`config.mk`:
```
export PLATFORM = sky130hd
export DESIGN_NAME = tx_symbol_scheduler
export DESIGN_NICKNAME = d
export VERILOG_FILES = /design/src/rtl/tx_symbol_scheduler.sv
export SDC_FILE = /design/constraint.sdc
export NUM_CORES = 1
export LEC_CHECK = 0
export CORE_MARGIN = 2
export CORE_UTILIZATION = 30
export DETAILED_ROUTE_END_ITERATION = 10
export GPL_TIMING_DRIVEN = 0
export PLACE_DENSITY = 0.61
export SLEW_MARGIN = 20
export SYNTH_ARGS = -nofsm -noshare
export SYNTH_HDL_FRONTEND = slang
export SYNTH_SLANG_ARGS = --single-unit
```
`constraint.sdc`:
```
create_clock -name enc_clk -period 2.04 [get_ports enc_clk]
set_input_delay 0.204 -clock enc_clk [delete_from_list [all_inputs] [get_ports enc_clk]]
set_output_delay 0.204 -clock enc_clk [all_outputs]
set_load 0.05 [all_outputs]
```
`src/rtl/tx_symbol_scheduler.sv`:
```
// Transmit symbol scheduler in front of the two-lane encoder.
// Arbitrates between the ordered-set source and the transport byte stream.
// Frames the chosen bytes into whole encoder symbols: 1 byte at Gen4, 16 at Gen3, 8 at Gen2.
// d_sel stays constant for a whole symbol, and symbols follow each other with no gap cycles.
module tx_symbol_scheduler #(
  parameter int MAX_OS_RUN = 4
) (
  input  logic       enc_clk,
  input  logic       rst,
  input  logic [1:0] gen_speed,
  input  logic       os_req,
  input  logic [3:0] os_type,
  input  logic [7:0] os_lane0,
  input  logic [7:0] os_lane1,
  output logic       os_ack,
  input  logic       tl_valid,
  input  logic [7:0] tl_lane0,
  input  logic [7:0] tl_lane1,
  output logic       tl_ready,
  output logic [7:0] lane_0_tx,
  output logic [7:0] lane_1_tx,
  output logic [3:0] d_sel,
  output logic       enable,
  output logic       sym_start,
  output logic       underrun
);

  typedef enum logic [1:0] {
    IDLE   = 2'd0,
    OS_SYM = 2'd1,
    TL_SYM = 2'd2,
    FLUSH  = 2'd3
  } schedState_e;

  localparam logic [3:0] D_SEL_TL   = 4'd8;
  localparam logic [3:0] D_SEL_IDLE = 4'd9;

  schedState_e r_state;
  logic [3:0]  r_cnt;
  logic [3:0]  r_run;
  logic [3:0]  r_osType;
  logic [1:0]  r_genPrev;

  schedState_e w_nextState;
  logic [3:0]  w_nextCnt;
  logic [3:0]  w_nextRun;
  logic [3:0]  w_nextOsType;
  logic [3:0]  w_lastIdx;
  logic        w_isLast;
  logic        w_flush;
  logic        w_grantOs;
  logic        w_arb;
  logic [7:0]  w_lane0;
  logic [7:0]  w_lane1;
  logic [3:0]  w_dSel;
  logic        w_enable;
  logic        w_symStart;
  logic        w_underrun;

  // Index of the last byte of a symbol at the current link speed; invalid speed never frames symbols.
  always_comb begin
    w_lastIdx = 4'd7;
    case (gen_speed)
      2'd0:    w_lastIdx = 4'd0;
      2'd1:    w_lastIdx = 4'd15;
      default: w_lastIdx = 4'd7;
    endcase
  end

  assign w_isLast  = (r_cnt >= w_lastIdx);
  assign w_flush   = (gen_speed != r_genPrev) || (gen_speed == 2'd3);
  assign w_grantOs = os_req && !(tl_valid && (r_run == 4'(MAX_OS_RUN)));

  // Next-state, handshake and next output values; a speed change or an invalid speed always wins and aborts the symbol.
  always_comb begin
    w_nextState  = r_state;
    w_nextCnt    = r_cnt;
    w_nextRun    = r_run;
    w_nextOsType = r_osType;
    w_arb        = 1'b0;
    w_lane0      = 8'h00;
    w_lane1      = 8'h00;
    w_dSel       = D_SEL_IDLE;
    w_enable     = 1'b1;
    w_symStart   = 1'b0;
    w_underrun   = 1'b0;
    os_ack       = 1'b0;
    tl_ready     = 1'b0;
    if (rst) begin
      w_enable = 1'b0;
    end else if (w_flush) begin
      w_nextState = FLUSH;
      w_nextCnt   = 4'd0;
      w_enable    = 1'b0;
    end else begin
      case (r_state)
        IDLE: begin
          w_arb = 1'b1;
        end
        OS_SYM: begin
          os_ack     = 1'b1;
          w_dSel     = r_osType;
          w_symStart = (r_cnt == 4'd0);
          if (os_req) begin
            w_lane0 = os_lane0;
            w_lane1 = os_lane1;
          end else begin
            w_underrun = 1'b1;
          end
          if (w_isLast) w_arb = 1'b1;
          else          w_nextCnt = r_cnt + 4'd1;
        end
        TL_SYM: begin
          tl_ready   = 1'b1;
          w_dSel     = D_SEL_TL;
          w_symStart = (r_cnt == 4'd0);
          if (tl_valid) begin
            w_lane0 = tl_lane0;
            w_lane1 = tl_lane1;
          end else begin
            w_underrun = 1'b1;
          end
          if (w_isLast) w_arb = 1'b1;
          else          w_nextCnt = r_cnt + 4'd1;
        end
        FLUSH: begin
          w_nextState = IDLE;
          w_nextRun   = 4'd0;
        end
        default: begin
          w_nextState = IDLE;
        end
      endcase
      if (w_arb) begin
        w_nextCnt = 4'd0;
        if (w_grantOs) begin
          w_nextState  = OS_SYM;
          w_nextOsType = os_type;
          w_nextRun    = (r_run == 4'd15) ? r_run : r_run + 4'd1;
        end else if (tl_valid) begin
          w_nextState = TL_SYM;
          w_nextRun   = 4'd0;
        end else begin
          w_nextState = IDLE;
          w_nextRun   = 4'd0;
        end
      end
    end
  end

  // State, counters and the registered encoder-facing outputs; the previous speed is tracked even in reset so release is clean.
  always_ff @(posedge enc_clk) begin
    r_genPrev <= gen_speed;
    if (rst) begin
      r_state   <= IDLE;
      r_cnt     <= 4'd0;
      r_run     <= 4'd0;
      r_osType  <= 4'd0;
      lane_0_tx <= 8'h00;
      lane_1_tx <= 8'h00;
      d_sel     <= D_SEL_IDLE;
      enable    <= 1'b0;
      sym_start <= 1'b0;
      underrun  <= 1'b0;
    end else begin
      r_state   <= w_nextState;
      r_cnt     <= w_nextCnt;
      r_run     <= w_nextRun;
      r_osType  <= w_nextOsType;
      lane_0_tx <= w_lane0;
      lane_1_tx <= w_lane1;
      d_sel     <= w_dSel;
      enable    <= w_enable;
      sym_start <= w_symStart;
      underrun  <= w_underrun;
    end
  end

endmodule
```
==> impl_metrics.ini, run 1 <==
[grt]
grt_pass1_vias = 1396
grt_antenna_before_repair = 0
track_usage_pct = 12.60
grt_max_degree = 13
overflow = 0
grt_pass1_wl_mm = 6.575

[sta]
drv_slew = 0
max_slew.worst_pin.slew_ps = 522.4
finClkSkew_ps = 5.828
slew_headroom_pct = 65.06
layout_setup_ws_ps = 82.82
period_share_pct = 95.94
setup_viol = 0
whs_ps = 219.6
rsz0062_at_grt = false
clock.fmax_mhz = 510.9
finalCriticalPeriod_ps = 1957
hold_viol = 0

[placement]
place_ws_ps = -625.6
dpl.hpwl_mm = 3.305
gp_congestion = 0.7904
dp.cells = 325
io_buffers = 66

[routing]
remaining_drc_errors = 0
via_per_inst = 4.719
drt_iter0_markers = 73
drt-wirelength-per-cell_um = 12.68
ant_nets = 0
wirelength_mm = 4.248
drtPass1Iterations = 4
via_count = 1581

[clock_tree]
cts.htree.levels = 2
path_clk_slew_ps = 80
ctsLongestPathBuffers = 2
clk_latency_ps = 290
tritoncts = built
cts.sinks = 39
cts_inserted_buffers = 5
cts-root-buf = clkbuf_8

[critical_path]
crit_fanout = 10
worstSetupPathType = flip-flop to output port
critPathLaunchType = flip-flop
worst_setup_path_end_kind = output port
required_ps = 1840
reg2reg_from = r_cnt[0]
startpoint = r_genPrev[1]
arrival_ps = 1750

[synth]
synth-async-reset-ratio_pct = 0
syn_area_per_cell_um2 = 9.914
synth_seq_cells = 39
synth_area_um2 = 1824
syn_nets = 238
seq_area_frac_synth_pct = 42.80
syn_inst = 184
synth_area_leaders = dfxtp_1 43%, ha_1 8.2%, a22oi_1 6.6%
synth.top_cell.area_share_pct = 42.80
yosys.cell_count.top_type = dfxtp_1
synth_top_area_cell = dfxtp_1
synth_top_cells_by_count = 39 x dfxtp_1, 16 x a22oi_1, 12 x a21oi_1, 12 x ha_1, 12 x nor2_1
synth_edf_count = 0
synth_cell_types = 47
yosysWarnings = 0
synthFlopType = dfxtp_1

[final_layout]
drive_gt1_share_pct = 17.31
nNetsFinal = 313
stdcell_count = 335
area_growth_syn_to_layout_pct = 50.62
post-route-util_pct = 46.68
antenna_cells = 0

[floorplanning]
die-area_um2 = 6721
start_util_pct = 30.99
num_rows = 28
die-height_um = 81.98
fp.coreArea_um2 = 5886
die_w_um = 81.98
ios = 67

[flow_run]
drv_cap = 0

[hold_path]
min-delay-start = gen_speed[1]
hold_path_class = primary input to flip-flop

[power]
power.leakage_nw = 0.9974
power_mw = 1.751
powerDensity_nw_per_um2 = 637.4
vdd_ir_drop_max_v = 0.0002658

[outcome]
status = complete, no violations
[critical path, cell delays in order, from the launching register on]
cell,delay [ps]
dfxtp_1,320
xor2_1,160
o32a_4,360
clkbuf_2,190
nor3_1,190
buf_4,240
[power by group]
group          internal, mW  switching, mW
clock                 0.396          0.262
sequential            0.774        0.00780
combinational         0.154          0.158
[cell usage in the layout (no fill, tap or decap), drive strengths merged, types with 2 or more instances in the layout]
cell type and n:
clkdlybuf4s50 62, mux2i 2, nand3 4, ha 12, inv 10, nor3 3, nand2b 3, nor2 23
nand3b 4, a22oi 16, nand2 5, clkbuf 12, o211a 2, buf 5, nand4 3, or3 2
and2 3, xor2 3, dlygate4sd2 2, and3 3, o211ai 2, a21oi 12, dfxtp 39, nor2b 3
o21ai 8
[cell type report]
type                            instances  area, um^2
Tap cell                               75       93.84
Sequential cell                        39       782.0
Inverter                               10       37.54
Timing Repair Buffer                   68       668.1
Clock buffer                            6       82.58
Clock inverter                          2       35.03
Buffer                                  7       35.03
Fill cell                             553        3138
Multi-Input combinational cell        128        1013
[flip-flops by register name (all words and copies together), names as in the netlist]
register and flops:
lane_0_tx 8, lane_1_tx 8, d_sel 4, r_cnt 4
r_osType 4, r_run 4, r_genPrev 2, r_state 2
enable 1, sym_start 1, underrun 1
[kinds of logic (layout without fill, tap and decap cells)]
logic type      count (synthesis)  in the layout  synth area share [%]
flops                          39             39                 42.80
fa+ha+maj                      12             12                 8.230
compound gates                 49             49                 20.85
mux                             2              2                 1.097
xor+xnor                        4              4                 1.921
simple gates                   61             61                 21.19
buf+inv                        17             93                 3.910
[per-layer routing]
layer  vias to the layer above  track usage (%)  routed length (um)
met5                         -                0                   0
met4                         0            5.500                  61
met3                         5            1.868                 246
met2                        41            19.59                1937
met1                       726            17.25                2003
li1                        809                -                   -
[final timing paths]
path | endpoint | slack (ps) | cells after the start
worst max register to register | r_run[1] | 100 | 7
worst min register to register | r_osType[1] | 480 | 2
worst max-delay path | tl_ready | 80 | 5
worst min-delay path | r_genPrev[1] | 220 | 1
[through the flow]
step,TNS [ps],cell area [um^2]
4_1_cts,0,2714
3_3_place_gp,-6890,2579
5_1_grt,0,2748
2_1_floorplan,-416.9,1824
3_5_place_dp,-7029,2579
6_report,0,2748
[what timing repair did]
item                                    in CTS  in global routing
setup buffers                                0                  2
pin swaps                                    3                  6
hold buffers                                 0                  0
gates resized for setup                     20                  9
endpoints found under the setup margin      16                 12
hold endpoints to repair                     0                  0
gates cloned                                 0                  0
No activity file was read; power rests on OpenSTA's default activity.
==> run 2, diff against run 1 <==
--- a/config.mk
+++ b/config.mk
@@ -10,6 +10,7 @@
 export DETAILED_ROUTE_END_ITERATION = 10
 export GPL_TIMING_DRIVEN = 0
 export PLACE_DENSITY = 0.61
+export REMOVE_ABC_BUFFERS = 1
 export SLEW_MARGIN = 20
 export SYNTH_ARGS = -nofsm -noshare
 export SYNTH_HDL_FRONTEND = slang
==> run 2 against run 1 <==
Net effect: combinational power fell by 1%; wire length rose by 1.6%; via count fell by 1.3%; first-iteration DRC count fell by 1.4%; total power rose by 0.21%; register-to-register slack improved by 30 ps; global-route usage rose by 0.53 points; sequential share of layout area rose by 0.36 points; clock power rose by 1%; die area did not move; non-clock buffer count fell by 8; cell area fell by 1.4%; critical endpoint is now r_state[1].
==> impl_metrics.ini, run 2 (synthesized netlist as in run 1, its figures left out) <==
[floorplanning]
ios = 67
die-area_um2 = 6721
die-height_um = 81.98
start_util_pct = 30.99
fp.coreArea_um2 = 5886
die_w_um = 81.98
num_rows = 28

[critical_path]
crit_fanout = 5
worst_setup_path_end_kind = flip-flop
required_ps = 2250
reg2reg_from = r_cnt[0]
worstSetupPathType = flip-flop to flip-flop
critPathLaunchType = flip-flop
timing.rr.end = r_state[1]
arrival_ps = 2120
r2r_slack_ps = 130
ff2ff_path_depth = 8

[outcome]
status = complete, no violations

[routing]
remaining_drc_errors = 0
drt_iter0_markers = 72
drtPass1Iterations = 4
ant_nets = 0
drt-wirelength-per-cell_um = 13.20
via_per_inst = 4.774
via_count = 1561
wirelength_mm = 4.315

[hold_path]
min-delay-start = gen_speed[1]
hold_path_class = primary input to flip-flop
whs_path_depth = 1
hold_end = r_genPrev[1]

[power]
vdd_ir_drop_max_v = 0.0003812
p_int_mw = 1.321
power_mw = 1.755
switching_share_pct = 24.74
combPwrFrac_pct = 17.5
powerDensity_nw_per_um2 = 647.9
power.leakage_nw = 0.9809
p_clk_share_pct = 37.9
power_frac_seq_pct = 44.5
switching_power_mw = 0.4342

[sta]
layout_setup_ws_ps = 132.4
slew_headroom_pct = 57.14
period_share_pct = 93.51
setup_viol = 0
drv_slew = 0
finalCriticalPeriod_ps = 1908
finClkSkew_ps = 3.404
whs_ps = 226.8
max_slew.worst_pin.slew_ps = 643.0
hold_viol = 0
clock.fmax_mhz = 524.2

[placement]
gp_congestion = 0.7032
dp.cells = 318
place_ws_ps = -460.2
dpl.hpwl_mm = 3.184
io_buffers = 66

[grt]
grt_antenna_before_repair = 0
overflow = 0
track_usage_pct = 13.13
grt_pass1_wl_mm = 6.748
grt_pass1_vias = 1487
grt_max_degree = 18

[final_layout]
post-route-util_pct = 46.02
area_growth_syn_to_layout_pct = 48.49
reg_top3 = lane_0_tx x8, lane_1_tx x8
nNetsFinal = 305
mostFrequentLayoutCell = clkdlybuf4s50_1
most-common-layout-cells = 62 x clkdlybuf4s50_1, 39 x dfxtp_1, 16 x a22oi_1
drive_gt1_share_pct = 17.06
stdcell_count = 327
antenna_cells = 0

[clock_tree]
path_clk_slew_ps = 80
tritoncts = built
ctsHoldBuffers = 0
cts.htree.levels = 2
cts-root-buf = clkbuf_8
ctsLongestPathBuffers = 2
cts_inserted_buffers = 5
cts.sinks = 39
clk_latency_ps = 290

[flow_run]
drv_cap = 0
## run 2: stage by stage
| stage | TNS, ps | area [um^2] |
|---|---|---|
| global route | -1.309 | 2709 |
| detailed placement | -6487 | 2545 |
| finish | 0 | 2709 |
| CTS | 0 | 2704 |
| floorplan | -124.1 | 1790 |
| global placement | -6438 | 2545 |
## run 2: timing repair
| item | 4_1_cts | 5_1_grt |
|---|---|---|
| endpoints found under the setup margin | 16 | 15 |
| pin swaps | 1 | 1 |
| setup buffers | 0 | 1 |
| resized for setup | 17 | 7 |
## run 2: critical path: stages (launching register included)
cell      delay (ps)
dfxtp_1          390
inv_1            110
ha_4             250
nor3b_4          240
o21ai_2          120
a211oi_4         350
buf_4            180
a21oi_1           60
a21oi_1          130
## run 2: metal layers
layer / part of all wire (%) / vias to the layer above / track usage (%) / wire length, um
met3: 10 / 5 / 5.275 / 442
met2: 41 / 54 / 20.98 / 1775
met4: 1.2 / 0 / 4.500 / 51
li1: - / 793 / - / -
met5: 0 / - / 0 / 0
met1: 47 / 709 / 15.99 / 2046
## run 2: layout make-up
type | count | area, um^2
repair buffers | 67 | 655.6
inverters | 10 | 37.54
multi-input cells | 128 | 1023
clock buffers | 6 | 82.58
well taps | 75 | 93.84
flip-flops and latches | 39 | 780.7
clock inverters | 2 | 35.03
fillers | 591 | 3177
## run 2: how the worst max path moves through the flow
stage / startpoint / end / slack, ps / cells past startpoint
finish: r_cnt[0] / r_state[1] / 130 / 8
global route: r_cnt[0] / r_state[1] / -1 / 8
CTS: r_genPrev[1] / os_ack / 60 / 4
detailed placement: gen_speed[0] / r_osType[1] / -460 / 9
global placement: gen_speed[0] / r_osType[0] / -460 / 9
floorplan: r_genPrev[1] / os_ack / -60 / 3
## run 2: power groups by stage
stage                     registers, mW  logic (mW)  clock network (mW)
after floorplan                   0.818       0.143                   0
after global placement            0.799       0.290                   0
after CTS                         0.781       0.302               0.696
final                             0.781       0.308               0.666
after detailed placement          0.799       0.291                   0
after global routing              0.783       0.335               0.728
==> run 3, diff against run 2 <==
--- a/config.mk
+++ b/config.mk
@@ -8,7 +8,7 @@
 export CORE_MARGIN = 2
 export CORE_UTILIZATION = 30
 export DETAILED_ROUTE_END_ITERATION = 10
-export GPL_TIMING_DRIVEN = 0
+export MAX_ROUTING_LAYER = met4
 export PLACE_DENSITY = 0.61
 export REMOVE_ABC_BUFFERS = 1
 export SLEW_MARGIN = 20
==> run 3 against run 2 <==
Net effect: sequential share of layout area decreased by 1.3 points; critical path depth unchanged; core utilization increased by 2.2 points; clock power decreased by 2%; flip-flop and latch count unchanged; final cell count increased by 4.9%; non-clock buffer count increased by 16; cell area increased by 4.8%; wire length increased by 5.9%; worst setup slack got worse by 32 ps; global-route usage increased by 1.2 points; via count increased by 5.5%; critical path type unchanged; largest cell class unchanged.
==> impl_metrics.ini, run 3 (synthesized netlist as in run 1, its figures left out) <==
[grt]
grt_pass1_vias = 1537
track_usage_pct = 14.34
grt_pass1_wl_mm = 7.100
grt_max_degree = 17
overflow = 0
grt_antenna_before_repair = 0

[clock_tree]
cts-root-buf = clkbuf_8
cts_inserted_buffers = 5
clk_latency_ps = 300
ctsHoldBuffers = 0
ctsLongestPathBuffers = 2
cts.htree.levels = 2
path_clk_slew_ps = 80
cts.sinks = 39
tritoncts = built

[sta]
drv_slew = 0
rsz0062_at_grt = false
layout_setup_ws_ps = 100.8
finalCriticalPeriod_ps = 1939
fin_setup_tns_ps = 0
max_slew.worst_pin.slew_ps = 520.1
period_share_pct = 95.06
setup_viol = 0
finClkSkew_ps = 4.721
clock.fmax_mhz = 515.7
whs_ps = 196.8
hold_viol = 0
slew_headroom_pct = 65.22

[critical_path]
crit_top_cell = a21oi_1
arrival_ps = 2170
required_ps = 2270
ff2ff_path_depth = 8
crit_fanout = 5
slowest_delay_ps = 370
cp_slowest_cell = dfxtp_2
crit_chain = inv_1 > ha_1 > nor3b_4 > o21ai_2 > a211oi_4 > buf_4 > a21oi_1 > a21oi_1
critPathLaunchType = flip-flop
worstSetupPathType = flip-flop to flip-flop
worst_setup_path_end_kind = flip-flop

[routing]
via_per_inst = 4.802
remaining_drc_errors = 0
wirelength_mm = 4.569
ant_nets = 0
via_count = 1647
drtPass1Iterations = 4
drt-wirelength-per-cell_um = 13.32
drt_iter0_markers = 69

[floorplanning]
ios = 67
die-area_um2 = 6721
die_w_um = 81.98
num_rows = 28
start_util_pct = 30.99
die-height_um = 81.98
fp.coreArea_um2 = 5886

[placement]
io_buffers = 66
dp.cells = 332
placed_area_um2 = 2683
dpl.hpwl_mm = 3.487
gp_congestion = 0.7837
place_ws_ps = -440.8

[final_layout]
drive_gt1_share_pct = 20.90
post-route-util_pct = 48.26
nNetsFinal = 321
antenna_cells = 0
stdcell_count = 343
area_growth_syn_to_layout_pct = 55.69
most-common-layout-cells = 62 x clkdlybuf4s50_1, 38 x dfxtp_1, 16 x a22oi_1, 16 x buf_4
final_area_um2 = 2840
reg_top3 = lane_0_tx x8, lane_1_tx x8
mostFrequentLayoutCell = clkdlybuf4s50_1

[hold_path]
hold_path_class = primary input to flip-flop
whs_path_depth = 1

[power]
powerDensity_nw_per_um2 = 623.9
vdd_ir_drop_max_v = 0.0002989
power.leakage_nw = 1.067
power_mw = 1.772

[outcome]
status = complete, no violations

[flow_run]
drv_cap = 0
==> run 3: layout make-up <==
type | instances | area (um^2)
Clock buffer | 5 | 68.82
Clock inverter | 3 | 43.79
Fill cell | 554 | 3045
Inverter | 10 | 37.54
Multi-Input combinational cell | 128 | 996.0
Sequential cell | 39 | 782.0
Tap cell | 75 | 93.84
Timing Repair Buffer | 83 | 818.3
==> run 3: repair_timing <==
action,4_1_cts,5_1_grt
setup endpoints to repair,14,6
resized for setup,3,5
pin swaps,3,2
setup buffers,0,3
==> run 3: power by group <==
part / leakage, nW / internal [mW] / total [mW] / switching (mW)
Clock: 0.0581 / 0.364 / 0.655 / 0.290
Combinational: 0.692 / 0.175 / 0.336 / 0.161
Sequential: 0.317 / 0.774 / 0.782 / 0.00807
Total: 1.07 / 1.31 / 1.77 / 0.459
==> run 3: final timing paths <==
check	start	endpoint	slack, ps
max	r_cnt[0]	r_state[1]	100
min	gen_speed[0]	r_genPrev[0]	200
max reg2reg	r_cnt[0]	r_state[1]	100
min reg2reg	r_osType[3]	r_osType[3]	480
==> run 3: layer usage <==
metal	track usage [%]	vias up	part of all wire, %
li1	-	826	-
met1	15.95	751	43
met2	23.66	65	45
met3	4.615	5	10
met4	6.000	0	1.3
met5	-	-	0
==> run 3: critical path, delay by kind of cell (launching register included) <==
kind	cells	cell delay (ps)
and+or+nand+nor	1	260
DFF	1	370
adders and majority gates	1	330
buffers and inverters	2	240
AOI/OAI and AO/OA	4	660
